==> src/rtl/adc_init_pkg.sv <==
// Shared types and constants for the ADC power-up sequencer and its serial shifter.
package adc_init_pkg;

  localparam int unsigned WORD_W = 16;
  localparam int unsigned WAIT_W = 32;
  localparam int unsigned BIT_W  = 4;

  localparam logic [7:0] ADC_REG_OUTMODE = 8'h41;
  localparam logic [7:0] ADC_OUT_CMOS    = 8'hC0;
  localparam logic [7:0] ADC_REG_RESET   = 8'h00;
  localparam logic [7:0] ADC_SWRST       = 8'h02;

  typedef enum logic [2:0] {
    S_PWR,
    S_HWRST,
    S_RWAIT,
    S_SETUP,
    S_SHIFT,
    S_HOLD,
    S_DONE
  } state_t;

  typedef enum logic [1:0] {
    SPI_IDLE,
    SPI_SETUP,
    SPI_SHIFT
  } spi_phase_t;

  typedef struct packed {
    logic [7:0] addr;
    logic [7:0] data;
  } spi_word_t;

endpackage

==> src/rtl/adc_spi_shifter.sv <==
// Frames one 16-bit ADC serial write: SEN low, H-cycle setup, then 16 SCLK
// periods of 2H cycles with data changing on the falling edge, MSB first.
module adc_spi_shifter
  import adc_init_pkg::*;
#(
  parameter int unsigned CLK_DIV = 4
) (
  input  logic      clk,
  input  logic      rst,
  input  logic      start,
  input  spi_word_t word,
  output logic      sen,
  output logic      sclk,
  output logic      sdata,
  output logic      busy,
  output logic      last_c
);

  localparam int unsigned DIV_W = $clog2(CLK_DIV + 1);
  localparam logic [DIV_W-1:0] DIV_LAST = DIV_W'(CLK_DIV - 1);
  localparam logic [BIT_W-1:0] BIT_LAST = BIT_W'(WORD_W - 1);

  spi_phase_t        phase, phase_n;
  logic [DIV_W-1:0]  div, div_n;
  logic [BIT_W-1:0]  bit_cnt, bit_n;
  logic [WORD_W-2:0] shreg, shreg_n;
  logic              sen_n, sclk_n, sdata_n;
  logic              div_end;

  assign div_end = (div == DIV_LAST);
  assign last_c  = (phase == SPI_SHIFT) && div_end && !sclk && (bit_cnt == BIT_LAST);

  always_ff @(posedge clk) begin
    if (rst) begin
      phase   <= SPI_IDLE;
      div     <= '0;
      bit_cnt <= '0;
      shreg   <= '0;
      sen     <= 1'b1;
      sclk    <= 1'b0;
      sdata   <= 1'b0;
      busy    <= 1'b0;
    end else begin
      phase   <= phase_n;
      div     <= div_n;
      bit_cnt <= bit_n;
      shreg   <= shreg_n;
      sen     <= sen_n;
      sclk    <= sclk_n;
      sdata   <= sdata_n;
      busy    <= (phase_n != SPI_IDLE);
    end
  end

  // shreg[MSB] always holds the bit to present at the next SCLK falling edge
  always_comb begin
    phase_n = phase;
    div_n   = div;
    bit_n   = bit_cnt;
    shreg_n = shreg;
    sen_n   = sen;
    sclk_n  = sclk;
    sdata_n = sdata;
    case (phase)
      SPI_IDLE: begin
        if (start) begin
          phase_n = SPI_SETUP;
          div_n   = '0;
          shreg_n = word[WORD_W-2:0];
          sen_n   = 1'b0;
          sclk_n  = 1'b0;
          sdata_n = word[WORD_W-1];
        end
      end
      SPI_SETUP: begin
        if (div_end) begin
          phase_n = SPI_SHIFT;
          div_n   = '0;
          bit_n   = '0;
          sclk_n  = 1'b1;
        end else begin
          div_n = div + DIV_W'(1);
        end
      end
      SPI_SHIFT: begin
        if (!div_end) begin
          div_n = div + DIV_W'(1);
        end else begin
          div_n = '0;
          if (sclk) begin
            sclk_n  = 1'b0;
            sdata_n = shreg[WORD_W-2];
            shreg_n = {shreg[WORD_W-3:0], 1'b0};
          end else if (bit_cnt == BIT_LAST) begin
            phase_n = SPI_IDLE;
            sen_n   = 1'b1;
            sdata_n = 1'b0;
          end else begin
            bit_n  = bit_cnt + BIT_W'(1);
            sclk_n = 1'b1;
          end
        end
      end
      default: phase_n = SPI_IDLE;
    endcase
  end

endmodule

==> src/rtl/adc_init_seq.sv <==
// One-shot ADC power-up sequencer: supply settle wait, reset, then one CMOS-mode write.
// Build macro ADC_SOFT_RESET_EN replaces the hardware RESET pulse with a soft-reset serial write.
module adc_init_seq
  import adc_init_pkg::*;
#(
  parameter int unsigned PWR_WAIT  = 2000,
  parameter int unsigned RST_LEN   = 4,
  parameter int unsigned RST_WAIT  = 200,
  parameter int unsigned CLK_DIV   = 4,
  parameter logic [15:0] INIT_WORD = {ADC_REG_OUTMODE, ADC_OUT_CMOS}
) (
  input  logic clk,
  input  logic rst,
  output logic sen,
  output logic sclk,
  output logic sdata,
  output logic reset,
  output logic done
);

`ifdef ADC_SOFT_RESET_EN
  localparam bit SOFT_RST = 1'b1;
`else
  localparam bit SOFT_RST = 1'b0;
`endif

  // S_PWR counts from the reset cycle, so its terminal value is PWR_WAIT, not PWR_WAIT-1
  localparam logic [WAIT_W-1:0] PWR_LAST   = WAIT_W'(PWR_WAIT);
  localparam logic [WAIT_W-1:0] RST_LAST   = WAIT_W'(RST_LEN - 1);
  localparam logic [WAIT_W-1:0] RWAIT_LAST = WAIT_W'(RST_WAIT - 1);
  localparam logic [WAIT_W-1:0] HALF_LAST  = WAIT_W'(CLK_DIV - 1);
  localparam spi_word_t SWRST_WORD = spi_word_t'({ADC_REG_RESET, ADC_SWRST});

  state_t            state, state_n;
  logic [WAIT_W-1:0] cnt, cnt_n;
  logic              sw_done, sw_done_n;
  logic              start_c;
  spi_word_t         word_c;
  logic              spi_busy, spi_last_c;

  adc_spi_shifter #(
    .CLK_DIV(CLK_DIV)
  ) u_shifter (
    .clk   (clk),
    .rst   (rst),
    .start (start_c),
    .word  (word_c),
    .sen   (sen),
    .sclk  (sclk),
    .sdata (sdata),
    .busy  (spi_busy),
    .last_c(spi_last_c)
  );

  always_ff @(posedge clk) begin
    if (rst) begin
      state   <= S_PWR;
      cnt     <= '0;
      sw_done <= !SOFT_RST;
      reset   <= 1'b0;
      done    <= 1'b0;
    end else begin
      state   <= state_n;
      cnt     <= cnt_n;
      sw_done <= sw_done_n;
      reset   <= (state_n == S_HWRST);
      done    <= (state_n == S_DONE);
    end
  end

  // sw_done stays 1 in the hardware-reset build, so only INIT_WORD is ever sent there
  always_comb begin
    state_n   = state;
    sw_done_n = sw_done;
    start_c   = 1'b0;
    word_c    = sw_done ? spi_word_t'(INIT_WORD) : SWRST_WORD;
    case (state)
      S_PWR: begin
        if (cnt >= PWR_LAST && !spi_busy) begin
          start_c = SOFT_RST;
          state_n = SOFT_RST ? S_SETUP : S_HWRST;
        end
      end
      S_HWRST: if (cnt >= RST_LAST) state_n = S_RWAIT;
      S_RWAIT: begin
        if (cnt >= RWAIT_LAST && !spi_busy) begin
          start_c = 1'b1;
          state_n = S_SETUP;
        end
      end
      S_SETUP: if (cnt >= HALF_LAST) state_n = S_SHIFT;
      S_SHIFT: begin
        if (spi_last_c) begin
          if (!sw_done) begin
            sw_done_n = 1'b1;
            state_n   = S_HOLD;
          end else begin
            state_n = S_DONE;
          end
        end
      end
      S_HOLD:  if (cnt >= HALF_LAST) state_n = S_RWAIT;
      S_DONE:  state_n = S_DONE;
      default: state_n = S_PWR;
    endcase

    if (state_n != state)     cnt_n = '0;
    else if (state == S_DONE) cnt_n = cnt;
    else                      cnt_n = cnt + WAIT_W'(1);
  end

endmodule

==> config.mk <==
export PLATFORM = sky130hd
export DESIGN_NAME = adc_init_seq
export DESIGN_NICKNAME = d
export VERILOG_FILES = /design/src/rtl/adc_init_pkg.sv /design/src/rtl/adc_spi_shifter.sv /design/src/rtl/adc_init_seq.sv
export SDC_FILE = /design/constraint.sdc
export NUM_CORES = 1
export LEC_CHECK = 0
export BUFFER_PORTS_ARGS = -buffer_cell sky130_fd_sc_hd__buf_2
export CAP_MARGIN = 20
export CORE_MARGIN = 2
export CORE_UTILIZATION = 50
export DETAILED_ROUTE_END_ITERATION = 10
export GPL_ROUTABILITY_DRIVEN = 0
export PLACE_DENSITY = 0.77
export SLEW_MARGIN = 25
export SYNTH_ARGS = -nofsm -noshare
export SYNTH_HDL_FRONTEND = slang
export SYNTH_SLANG_ARGS = --single-unit
==> constraint.sdc <==
create_clock -name clk -period 1.9 [get_ports clk]
set_input_delay 0.285 -clock clk [delete_from_list [all_inputs] [get_ports clk]]
set_output_delay 0.285 -clock clk [all_outputs]
set_load 0.1 [all_outputs]
==> flow_results.org, run 1 <==
** Worst setup path
- Largest driver fanout on the critical path :: 10
- CP Data Arrival Time :: 2.25 ns
- Worst path cell trace :: nor4_4 > nand4_4 > o41ai_4 > o211ai_4 > clkbuf_16 > nor2_1
- Worst Setup Path Type :: flop to flop
- Crit-path max cell delay :: 0.41 ns
- Startpoint kind of the worst setup timing path :: flop
- The worst setup path is captured at a flop.
- Critical path data required time :: 2.19 ns
- On the critical path, the stage with the largest delay is an instance of sky130_fd_sc_hd__o41ai_4.

** Route
- The first TritonRoute pass finished after 10 iterations.
- Using the TritonRoute via totals, the vias-per-cell ratio works out to 5.86.
- The detailed router finished its first iteration with 194 violations.
- Final routed wirelength across all metal layers :: 8.35 mm
- The routed layout has 2858 vias.
- Dividing the detail-routed wire length by the instance count gives 17.1 um.
- The count of nets left with antenna violations once routing finished came out at 0.
- Drt drc :: 2

** STA
- Clock period minus final worst setup slack :: 1.96 ns
- Worst setup skew after layout :: 0.00882 ns
- Worst Hold Slack :: 0.289 ns
- Achievable frequency :: 510 MHz
- Unrepaired setup endpoints after global routing :: yes
- The number of hold violations in the final report was 0.
- Tightest Pin Transition :: 0.487 ns
- The worst pin sits at a relative slew slack of 67.7%.
- After layout, the worst setup slack is -0.0592 ns.
- The count of pins over their slew limit is 0.
- Count of final setup violators :: 32
- Dividing the final minimum period by the clock period gives 103%.

** Power and ir drop
- PwrDens :: 748 nW/um2
- Share of power burned in combinational logic :: 26.6%
- Internal power :: 0.00220 W
- Net switching is 32.0% of the power.
- In this run the static leakage power is 1.59 nW.
- Relative contribution of the clock network to total power :: 32.4%
- Largest vdd supply drop :: 0.000462 V
- Registers are responsible for 41.0% of the overall power.
- Summed over all nets, the switching power comes to 0.00104 W.

** Floorplan
- Die Area :: 7370 um2
- 7 I/O pins were placed.
- Horizontal die dimension :: 85.8 um
- The floorplan has 29 rows.
- The initial utilization of the core area, before any placement, comes to 52.1%.
- Vertical die dimension :: 85.8 um
- The floorplan step defined a core boundary enclosing 6420 um2.

** Final layout
- The layout has 466 filler cells.
- Fraction of final layout cells sized beyond drive strength 1 :: 43.1%
- Antenna cells :: 0
- Area grow syn2layout :: 29.3%
- Number of nets in the finished design :: 418
- Post-route cell area :: 4330 um2
- Most frequent standard cell in the layout excluding fill and tap cells :: sky130_fd_sc_hd__buf_4
- In the layout the commonest cells are 48 x sky130_fd_sc_hd__buf_4, 42 x sky130_fd_sc_hd__dfxtp_1, 23 x sky130_fd_sc_hd__nand2_1.

** Synth
- The synthesized netlist devotes 8.89% of its cell area to XOR and XNOR gates.
- Of the synthesized area, sequential elements account for 35.3%.
- In this run, distinct cell masters in the synthesized netlist total 68.
- Area share of fa/ha/maj cells after synthesis :: 3.74%
- Cell area after synthesis :: 3350 um2
- In the synthesized netlist, mux cells make up 0.598% of the area.
- Syn Inst Count :: 344
- Synth warnings :: 0
- Average size of a mapped cell :: 9.73 um2
- For this run, the leading register cell type out of synthesis is sky130_fd_sc_hd__dfxtp_1.
- Synthesis inferred 59 register bits.
- Yosys mapped a number of flops with a built-in enable equal to 0.
- Fraction of registers with async set or reset after synthesis :: 0%
- Of the total synthesized cell area, the portion taken by AND, OR, NAND and NOR gates is 32.4%.
- Synthesis produced a netlist with a net count of 356.
- By area, the combinational part of the netlist is dominated by simple AND/OR/NAND/NOR gates.
- Summing the areas of all compound-gate instances in the mapped netlist gives 14.6% of the synthesized area.

** Placed design
- Count of buffers from port buffering :: 6
- Area after DPL :: 3810 um2
- After legalization and detailed placement, the total HPWL measured 5.38 mm.

** Global routing
- Number of global-route vias before repair :: 2693
- Across every metal layer, demand over resource in global routing totals 22.2%.
- First-pass GRT wire length :: 12.9 mm
- Maximum number of pins on one net before global-route repair :: 21
- Global routing finished with a remaining overflow of 0.
- The number of antenna violations at the first check in global routing is 0.

** CTS
- Clock Tree Buf Depth :: 2
- Hold-fix buffers, CTS :: 0
- Number of levels in the clock H-tree :: 3
- Clock Latency Late Sink :: 0.36 ns
- TritonCTS created 9 clock buffers.
- TritonCTS built the clock tree.
- The tree is rooted in a sky130_fd_sc_hd__clkbuf_8.
- The clock net in this run drives a total of 59 sinks.
- Clock-pin slew on the worst setup and hold paths :: 0.07 ns

** Outcome
- Outcome :: complete, but fails checks
- Failing checks :: design-rule violations, negative setup slack

** Worst hold path
- In this run the worst hold path is classified as primary input to flop.

** Job
- Maximum capacitance violations :: 0
Yosys cell counts, types with 6 or more instances:
| cell | count | share of area, % |
|---|---|---|
| sky130_fd_sc_hd__nor3_1 | 7 | 1.0 |
| sky130_fd_sc_hd__nor2_1 | 19 | 2.1 |
| sky130_fd_sc_hd__nand2_1 | 23 | 2.6 |
| sky130_fd_sc_hd__nor4_4 | 6 | 3.8 |
| sky130_fd_sc_hd__nor2_2 | 29 | 5.4 |
| sky130_fd_sc_hd__xor2_1 | 22 | 5.8 |
| sky130_fd_sc_hd__inv_1 | 11 | 1.2 |
| sky130_fd_sc_hd__xnor2_1 | 12 | 3.1 |
| sky130_fd_sc_hd__a21oi_1 | 12 | 1.8 |
| sky130_fd_sc_hd__ha_1 | 10 | 3.7 |
| sky130_fd_sc_hd__dfxtp_1 | 59 | 35 |
| sky130_fd_sc_hd__nand3_1 | 14 | 2.1 |
| sky130_fd_sc_hd__nand4_1 | 15 | 2.8 |
| sky130_fd_sc_hd__nand2b_1 | 7 | 1.3 |
| sky130_fd_sc_hd__o21ai_0 | 6 | 0.90 |
layer usage:
| metal | routed length, um | share of wire [%] | track usage [%] |
|---|---|---|---|
| met2 | 4120 | 49 | 35.2 |
| met1 | 3630 | 44 | 29.6 |
| met5 | 0 | 0 | 0 |
| met4 | 148 | 1.8 | 9.81 |
| met3 | 443 | 5.3 | 4.04 |
power groups by stage:
stage / clock network (W) / logic [W] / registers (W)
after global placement: 0 / 0.000631 / 0.00135
final: 0.00105 / 0.000862 / 0.00133
after global routing: 0.00112 / 0.000911 / 0.00134
after detailed placement: 0 / 0.000643 / 0.00135
after floorplan: 0 / 0.000408 / 0.00140
after CTS: 0.00104 / 0.000657 / 0.00133
timing repair:
action                     in CTS  in global routing
setup buffers                   3                  1
pin swaps                      11                 35
gates resized for setup         6                 60
hold endpoints to repair        0                  0
setup endpoints to repair      21                 52
gates cloned                    0                  3
stage by stage:
stage	utilization [%]	setup TNS (ns)	worst slack (ns)	instances	power (W)
finish	67.4	-1.07	-0.0592	488	0.00324
global route	67.4	-3.73	-0.126	488	0.00337
CTS	62.6	-0.229	-0.0515	485	0.00303
detailed placement	59.3	-0.191	-0.0615	466	0.00200
global placement	59.3	0	0.0135	466	0.00198
floorplan	-	0	0.0170	344	0.00181
flip-flops by register name, summed over array words and instances (netlist names), 2 cells and up:
signal and cells:
u_shifter.shreg 9, cnt 32, u_shifter.phase 2, u_shifter.bit_cnt 4, state 3, u_shifter.div 3
path summary, 6_finish.rpt:
kind         cells after the start  slack [ns]          endpoint              from
min                              2        0.29  u_shifter.div[1]               rst
min reg2reg                      1        0.47  u_shifter.div[2]  u_shifter.div[2]
max                              6       -0.06           cnt[30]           cnt[29]
max reg2reg                      6       -0.06           cnt[30]           cnt[29]
cell type report:
cell class	instances	area, um2	share of cell area [%]
clock buffers	14	163	3.76
clock inverters	2	10.0	0.231
inverters	11	41.3	0.953
multi-input cells	261	2250	51.9
flip-flops and latches	59	1200	27.8
well taps	77	96.3	2.22
repair buffers	64	571	13.2
critical path, delay by kind of cell, from the launching register on:
family	cells	cell delay (ns)
simple gates	3	0.68
buf+inv	1	0.23
flops	1	0.35
compound gates	2	0.64
kinds of logic (layout without fill, tap and decap cells):
| kind of cell | count (synthesis) | after routing |
|---|---|---|
| simple gates | 162 | 162 |
| flops | 59 | 59 |
| compound gates | 53 | 53 |
| xor+xnor | 34 | 34 |
| buf+inv | 24 | 91 |
| fa+ha+maj | 10 | 10 |
| mux | 2 | 2 |
Note: power is estimated with default switching activity, not from simulation.
==> inputs of run 2 (changes only) <==
Settings changed: SKIP_LAST_GASP from default to 1.
==> run 2 against run 1 <==
The run still ends with design-rule violations, negative setup slack left. Register-to-register slack about the same. Worst hold slack better by 0.015 ns. Sequential cell count stayed put. Setup slack lost 0.0034 ns. Combinational power shrank 0.9%. Count of clock-buffer cells in the layout unchanged. Non-clock buffer count stayed put. Core utilization down 0.55 points. Clock power about the same. Critical path type unchanged. Largest power group unchanged. Highest routed layer unchanged.
==> flow_results.org, run 2 (same netlist as run 1, synthesis figures left out) <==
** Outcome
- The checks that failed: design-rule violations, negative setup slack.
- The run finished, with violations left.

** Floorplan
- The count of standard-cell rows came to 29 (unchanged).
- Top-level port count :: 7 (unchanged)
- Area of the core :: 6420 um2 (unchanged)
- Die Area :: 7370 um2 (unchanged)
- The die height was 85.8 um (unchanged).
- Initial cell density of the core :: 52.1% (unchanged)
- The floorplan die width was 85.8 um (unchanged).

** Worst hold path
- The worst hold path begins at rst.
- Hold Path Class :: primary input to flop
- For hold timing, the worst endpoint is u_shifter.div[0].
- Hold Path Stages :: 2 (unchanged)

** Final layout
- Number of flip-flops under the largest register name :: 32 (unchanged)
- The sequential cell area is 1200 um2 (-0.10%).
- The fraction of final layout cells with drive strength greater than 1 came to 42.1% (-0.97 points).
- Count of placed standard cells in the final layout, fillers left out :: 488 (unchanged)
- Leaving out fill and tap cells, the most frequent cell in the layout is sky130_fd_sc_hd__buf_4.
- The net count reported at finish came to 418 (unchanged).
- The multi-input combinational cell area came to 2220 um2 (-1.0%).
- The largest registers in the layout are cnt: 32 flops, u_shifter.shreg: 9 flops, u_shifter.bit_cnt: 4 flops.
- Area grow syn2layout :: 28.3%
- The antenna diode count came to 0 (unchanged).
- Filler cells :: 478 (+2.6%)
- Leaving out fill and tap cells, the most frequent cells in the layout are 51 x sky130_fd_sc_hd__buf_4, 43 x sky130_fd_sc_hd__dfxtp_1, 23 x sky130_fd_sc_hd__nand2_1.
- Reg with most FFs :: cnt

** STA
- The fraction of the cycle the final worst path needs came to 103% (+0.18 points).
- Setup repair after global routing could not meet its margin everywhere.
- Clock period minus final worst setup slack :: 1.96 ns (+0.00337 ns)
- The count of final setup violators was 39 (+22%).
- The count of pins over their slew limit came to 0 (unchanged).
- Tightest Pin Transition :: 0.485 ns (-0.00221 ns)
- Worst Hold Slack :: 0.304 ns (+0.0151 ns)
- The number of hold violations in the final report is 0 (unchanged).
- Minimum setup slack in the final design :: -0.0626 ns (-0.00337 ns)
- Achievable frequency :: 510 MHz (-0.17%)
- The clock skew came to 0.00725 ns (-0.00158 ns).
- Worst slew margin relative to its limit :: 67.9% (+0.15 points)

** Global routing
- Global routing usage on met3 :: 3.95% (-0.096 points)
- Routing usage on met1 :: 29.6% (+0.060 points)
- Maximum number of pins on one net before global-route repair :: 21 (unchanged)
- Global-route congestion overflow total :: 0 (unchanged)
- Global routing's busiest layer :: met2
- Met2 capacity usage during global routing :: 35.2% (unchanged)
- The wire length of the first global-routing pass was 13.0 mm (+0.11%).
- The global-route usage over all layers came to 22.2% (about the same).
- Number of global-route vias before repair :: 2696 (+0.11%)
- The number of antenna violations at the first check in global routing came to 0 (unchanged).

** CTS
- Clk sink count :: 59 (unchanged)
- Number of buffers created by CTS :: 9 (unchanged)
- CTS tree :: yes
- Clock Latency Late Sink :: 0.34 ns (-0.02 ns)
- CTS placed an instance of sky130_fd_sc_hd__clkbuf_8 at the clock tree root.
- Hold-fix buffers, CTS :: 0 (unchanged)
- Clock-pin slew on the worst setup and hold paths :: 0.07 ns (about the same)
- Number of levels in the clock H-tree :: 3 (unchanged)
- Clock Tree Buf Depth :: 2 (unchanged)

** Worst setup path
- The startpoint identified for the worst register-to-register timing path is cnt[29].
- CP Data Arrival Time :: 2.24 ns (about the same)
- Worst Setup Path Type :: flop to flop
- The maximum fanout along the worst path was 10 (unchanged).
- R2R cell count :: 6 (unchanged)
- The worst endpoint required time came to 2.18 ns (about the same).
- The endpoint identified for the worst register-to-register timing path is cnt[30].
- The worst setup path is launched from a flop.
- Setup slack, reg-to-reg :: -0.06 ns (about the same)
- Critical Path End Type :: flop

** Placed design
- Placed insts :: 466 (unchanged)
- Post-DP HPWL :: 5.38 mm (unchanged)
- The worst setup slack before clock tree synthesis is -0.0615 ns (unchanged).
- The count of input and output buffers came to 6 (unchanged).

** Route
- Number of iterations in the first detailed-routing pass :: 11 (+1)
- The detailed router's first-iteration violation count is 217 (+12%).
- Average wire per standard cell :: 16.8 um (-2.0%)
- The via density per instance is 5.88 (+0.31%).
- Number of vias after detailed routing :: 2867 (+0.31%)
- Drt drc :: 2 (unchanged)
- The post-detailed-route count of antenna-violating nets came to 0 (unchanged).
- Final routed wirelength across all metal layers :: 8.18 mm (-2.0%)

** Job
- Maximum capacitance violations :: 0 (unchanged)

** Power and ir drop
- PwrDens :: 750 nW/um2 (+0.28%)
- Largest vdd supply drop :: 0.000441 V (-4.5%)
- The cell leakage power was 1.57 nW (-1.5%).
- Post-layout total power :: 0.00322 W (-0.53%)
-- run 2: worst max path at each step --
stage	startpoint	to
after floorplan	cnt[1]	u_shifter.shreg[7]
after global placement	cnt[1]	u_shifter.shreg[14]
after detailed placement	cnt[1]	u_shifter.shreg[8]
after CTS	u_shifter.busy	u_shifter.div[0]
after global routing	cnt[30]	cnt[30]
final	cnt[29]	cnt[30]
-- run 2: repair_timing --
action | in CTS | in global routing
setup buffers | 3 | 1
endpoints found under the hold margin | 0 | 0
pin swaps | 10 | 32
resized for setup | 6 | 52
setup endpoints to repair | 21 | 52
gates cloned | 0 | 3
-- run 2: power by group --
| group | internal, W | switching (W) | leakage, nW |
|---|---|---|---|
| combinational | 0.000371 | 0.000483 | 0.992 |
| sequential | 0.00128 | 0.0000459 | 0.483 |
| clock | 0.000542 | 0.000496 | 0.0905 |
-- run 2: critical path, cell delays in order, from the launching register on --
cell and delay (ns):
sky130_fd_sc_hd__dfxtp_2 0.35, sky130_fd_sc_hd__nor4_4 0.38, sky130_fd_sc_hd__nand4_4 0.20, sky130_fd_sc_hd__o41ai_4 0.41, sky130_fd_sc_hd__o211ai_4 0.22, sky130_fd_sc_hd__clkbuf_16 0.23
sky130_fd_sc_hd__nor2_1 0.10
-- run 2: area by class of cell --
| class | count | area share (%) |
|---|---|---|
| flip-flops and latches | 59 | 28.0 |
| well taps | 77 | 2.24 |
| repair buffers | 64 | 13.0 |
| multi-input cells | 261 | 51.8 |
| clock inverters | 2 | 0.233 |
| clock buffers | 14 | 3.79 |
| inverters | 11 | 0.961 |
-- run 2: through the flow --
step | utilization [%] | instance area [um2] | TNS [ns]
after floorplan | - | 3360 | 0
after global placement | 59.3 | 3810 | 0
after detailed placement | 59.3 | 3810 | -0.191
after CTS | 62.6 | 4020 | -0.246
after global routing | 66.9 | 4300 | -3.80
final | 66.9 | 4300 | -1.24
-- run 2: per-layer routing --
metal | vias to the layer above | share of wire [%]
li1 | 1369 | -
met5 | - | 0
met2 | 103 | 49
met4 | 0 | 2.1
met1 | 1374 | 44
met3 | 21 | 4.9
==> inputs of run 3 (changes only) <==
==> constraint.sdc (replaced) <==
create_clock -name clk -period 1.9 [get_ports clk]
set_input_delay 0.38 -clock clk [delete_from_list [all_inputs] [get_ports clk]]
set_output_delay 0.38 -clock clk [all_outputs]
set_load 0.1 [all_outputs]
==> run 3 against run 2 <==
The run ends with negative setup slack left. Die area is the same. Routed wire length down 9.7%. Worst hold slack better by 0.068 ns. Clock skew rose by 0.0013 ns. Sequential cell count unchanged.
==> flow_results.org, run 3 (same netlist as run 1, synthesis figures left out) <==
** CTS
- The tree is rooted in a sky130_fd_sc_hd__clkbuf_8.
- The number of sinks handled by clock tree synthesis is 59 (unchanged).
- Number of levels in the clock H-tree :: 3 (unchanged)
- Hold-fix buffers, CTS :: 0 (unchanged)
- The buffer levels on the longest clock path is 2 (unchanged).
- TritonCTS built the clock tree.
- Clock Latency Late Sink :: 0.35 ns (about the same)
- The number of clock buffers inserted by TritonCTS is 9 (unchanged).
- Clock-pin slew on the worst setup and hold paths :: 0.07 ns (about the same)

** Power and ir drop
- The power density relative to cell area is 751 nW/um2 (+0.15%).
- The maximum vdd ir drop was 0.000427 V (-3.1%).
- The total power after layout came to 0.00311 W (-3.6%).
- The cell leakage power is 1.53 nW (-2.1%).

** Floorplan
- The floorplan die width is 85.8 um (unchanged).
- Area of the core :: 6420 um2 (unchanged)
- The initial core utilization was 52.1% (unchanged).
- The count of boundary I/O pins is 7 (unchanged).
- The die area was 7370 um2 (unchanged).
- The count of standard-cell rows came to 29 (unchanged).
- Vertical die dimension :: 85.8 um (unchanged)

** Final layout
- Largest registers :: cnt: 32 flops, u_shifter.shreg: 9 flops, u_shifter.bit_cnt: 4 flops
- Number of flip-flops under the largest register name :: 32 (unchanged)
- Share of the core filled with cells :: 64.4% (-2.5 points)
- The sequential cell area came to 1190 um2 (-1.0%).
- The filler cell count in the final layout came to 489 (+2.3%).
- The fraction of final layout cells with drive strength greater than 1 is 37.7% (-4.3 points).
- Reg with most FFs :: cnt
- Leaving out fill and tap cells, the most frequent cell in the layout is sky130_fd_sc_hd__dfxtp_1.
- Area occupied by multi-input gates :: 2150 um2 (-3.3%)
- Antenna cells :: 0 (unchanged)
- Relative to the synthesized area, the layout overhead comes to 23.5%.
- Number of nets in the finished design :: 415 (-0.72%)
- In the layout the commonest cells are 55 x sky130_fd_sc_hd__dfxtp_1, 49 x sky130_fd_sc_hd__buf_4, 24 x sky130_fd_sc_hd__nor2_2.

** Outcome
- The checks that failed: negative setup slack.
- Outcome :: complete, but fails checks

** Worst setup path
- CP Data Arrival Time :: 2.17 ns (-0.07 ns)
- STA classifies the critical path startpoint as a flop.
- Start of the worst register-to-register path :: state[2]
- The critical path in this run is classified as flop to flop.
- Tracing the worst setup path back leads to its startpoint at state[2].
- The maximum fanout along the worst path was 5 (-5).
- Crit Reg-Reg Endpoint :: u_shifter.sclk
- Critical path data required time :: 2.14 ns (-0.04 ns)
- Critical path capture point :: u_shifter.sclk
- The minimum setup slack among reg-to-reg paths is -0.02 ns (+0.04 ns).
- The worst setup path is captured at a flop.
- R2R cell count :: 6 (unchanged)

** Global routing
- The largest net degree at the start of global routing was 19 (-9.5%).
- Aggregate global-route resource usage :: 20.6% (-1.6 points)
- Antenna violations before repair :: 0 (unchanged)
- The via count of the first global-routing pass was 2589 (-4.0%).
- Global-route congestion overflow total :: 0 (unchanged)
- First-pass GRT wire length :: 12.0 mm (-7.6%)

** STA
- The count of final setup violators came to 10 (-74%).
- Tightest Pin Transition :: 0.499 ns (+0.0137 ns)
- The final worst slack was -0.0207 ns (+0.0419 ns).
- The shortest clock period the worst path allows after layout is 1.92 ns (-0.0419 ns).
- The worst slew margin relative to its limit was 67.0% (-0.91 points).
- Max Slew Vio Count :: 0 (unchanged)
- Unrepaired setup endpoints after global routing :: yes
- Worst setup skew after layout :: 0.00859 ns (+0.00135 ns)
- The highest achievable clock rate was 521 MHz (+2.2%).
- The number of hold violations in the final report is 0 (unchanged).
- The total negative setup slack is -0.0901 ns (+1.15 ns).
- The fraction of the cycle the final worst path needs is 101% (-2.2 points).

** Route
- The average detailed-routed wire length per instance was 15.2 um (-9.1%).
- Final routed wirelength across all metal layers :: 7.39 mm (-9.7%)
- Number of vias after detailed routing :: 2802 (-2.3%)
- DR vias/cell :: 5.78 (-1.7%)
- Post-detailed-route count of antenna-violating nets :: 0 (unchanged)
- Starting DRT DRC Count :: 158 (-27%)
- Drt drc :: 0 (-2)
- The detailed-router iteration count before antenna repair is 7 (-4).

** Job
- The reported max-cap violation count is 0 (unchanged).

** Worst hold path
- Hold Path Class :: primary input to flop

** Placed design
- The HPWL reported at the end of detailed placement is 5.10 mm (-5.2%).
- Count of buffers from port buffering :: 6 (unchanged)
run 3: cell types whose count changed in the layout (fill, tap and decap cells not counted), moves of 3 or more:
cell	change
sky130_fd_sc_hd__o32ai_1	-3
sky130_fd_sc_hd__ha_2	-4
sky130_fd_sc_hd__ha_1	+4
sky130_fd_sc_hd__nor2_4	-15
sky130_fd_sc_hd__dfxtp_1	+12
sky130_fd_sc_hd__dfxtp_2	-13
sky130_fd_sc_hd__nor2_2	+14
sky130_fd_sc_hd__o32ai_2	+3
sky130_fd_sc_hd__clkbuf_16	-3
run 3: cell type report:
| cell class | instances | share of cell area, % |
|---|---|---|
| Timing Repair Buffer | 61 | 11.7 |
| Sequential cell | 59 | 28.7 |
| Clock buffer | 14 | 3.93 |
| Multi-Input combinational cell | 261 | 52.0 |
| Clock inverter | 2 | 0.242 |
| Inverter | 11 | 0.998 |
| Tap cell | 77 | 2.33 |
run 3: how the worst min path moves through the flow:
stage / start / end / cells after the start
5_1_grt: rst / u_shifter.div[1] / 2
6_report: rst / u_shifter.div[1] / 2
4_1_cts: rst / u_shifter.sdata / 2
2_1_floorplan: u_shifter.div[2] / u_shifter.div[2] / 1
3_5_place_dp: u_shifter.div[2] / u_shifter.div[2] / 1
3_3_place_gp: u_shifter.div[2] / u_shifter.div[2] / 1
run 3: power breakdown:
part           internal [W]  total, W  switching (W)
Sequential          0.00129   0.00133      0.0000453
Clock              0.000542   0.00104       0.000502
Combinational      0.000305  0.000732       0.000427
Total               0.00213   0.00311       0.000974
run 3: critical path, cell delays in order, from the launching register on:
cell,delay (ns)
sky130_fd_sc_hd__dfxtp_1,0.32
sky130_fd_sc_hd__or4b_4,0.58
sky130_fd_sc_hd__nor3_4,0.23
sky130_fd_sc_hd__a2111oi_4,0.06
sky130_fd_sc_hd__buf_4,0.17
sky130_fd_sc_hd__buf_4,0.13
sky130_fd_sc_hd__o41ai_2,0.32
run 3: timing repair:
item	in CTS	in global routing
pin swaps	1	24
endpoints found under the setup margin	39	50
setup buffers	2	1
gates cloned	0	1
gates resized for setup	4	27
run 3: metrics by stage:
step | cell area [um2] | instances | hold WS, ns | setup WS, ns
finish | 4140 | 485 | 0.373 | -0.0207
floorplan | 3360 | 344 | 0.436 | 0.0170
global placement | 3800 | 465 | 0.450 | 0.0199
detailed placement | 3800 | 465 | 0.448 | -0.0376
CTS | 4000 | 483 | 0.357 | -0.00519
global route | 4140 | 485 | 0.393 | -0.111
run 3: per-layer routing:
| layer | vias to the layer above | global-route usage, % | share of wire [%] | wire (um) |
|---|---|---|---|---|
| met4 | 0 | 11.4 | 2.2 | 162 |
| met1 | 1363 | 27.3 | 47 | 3440 |
| li1 | 1375 | - | - | - |
| met3 | 14 | 4.14 | 3.4 | 252 |
| met5 | - | 0 | 0 | 0 |
| met2 | 50 | 31.6 | 48 | 3540 |
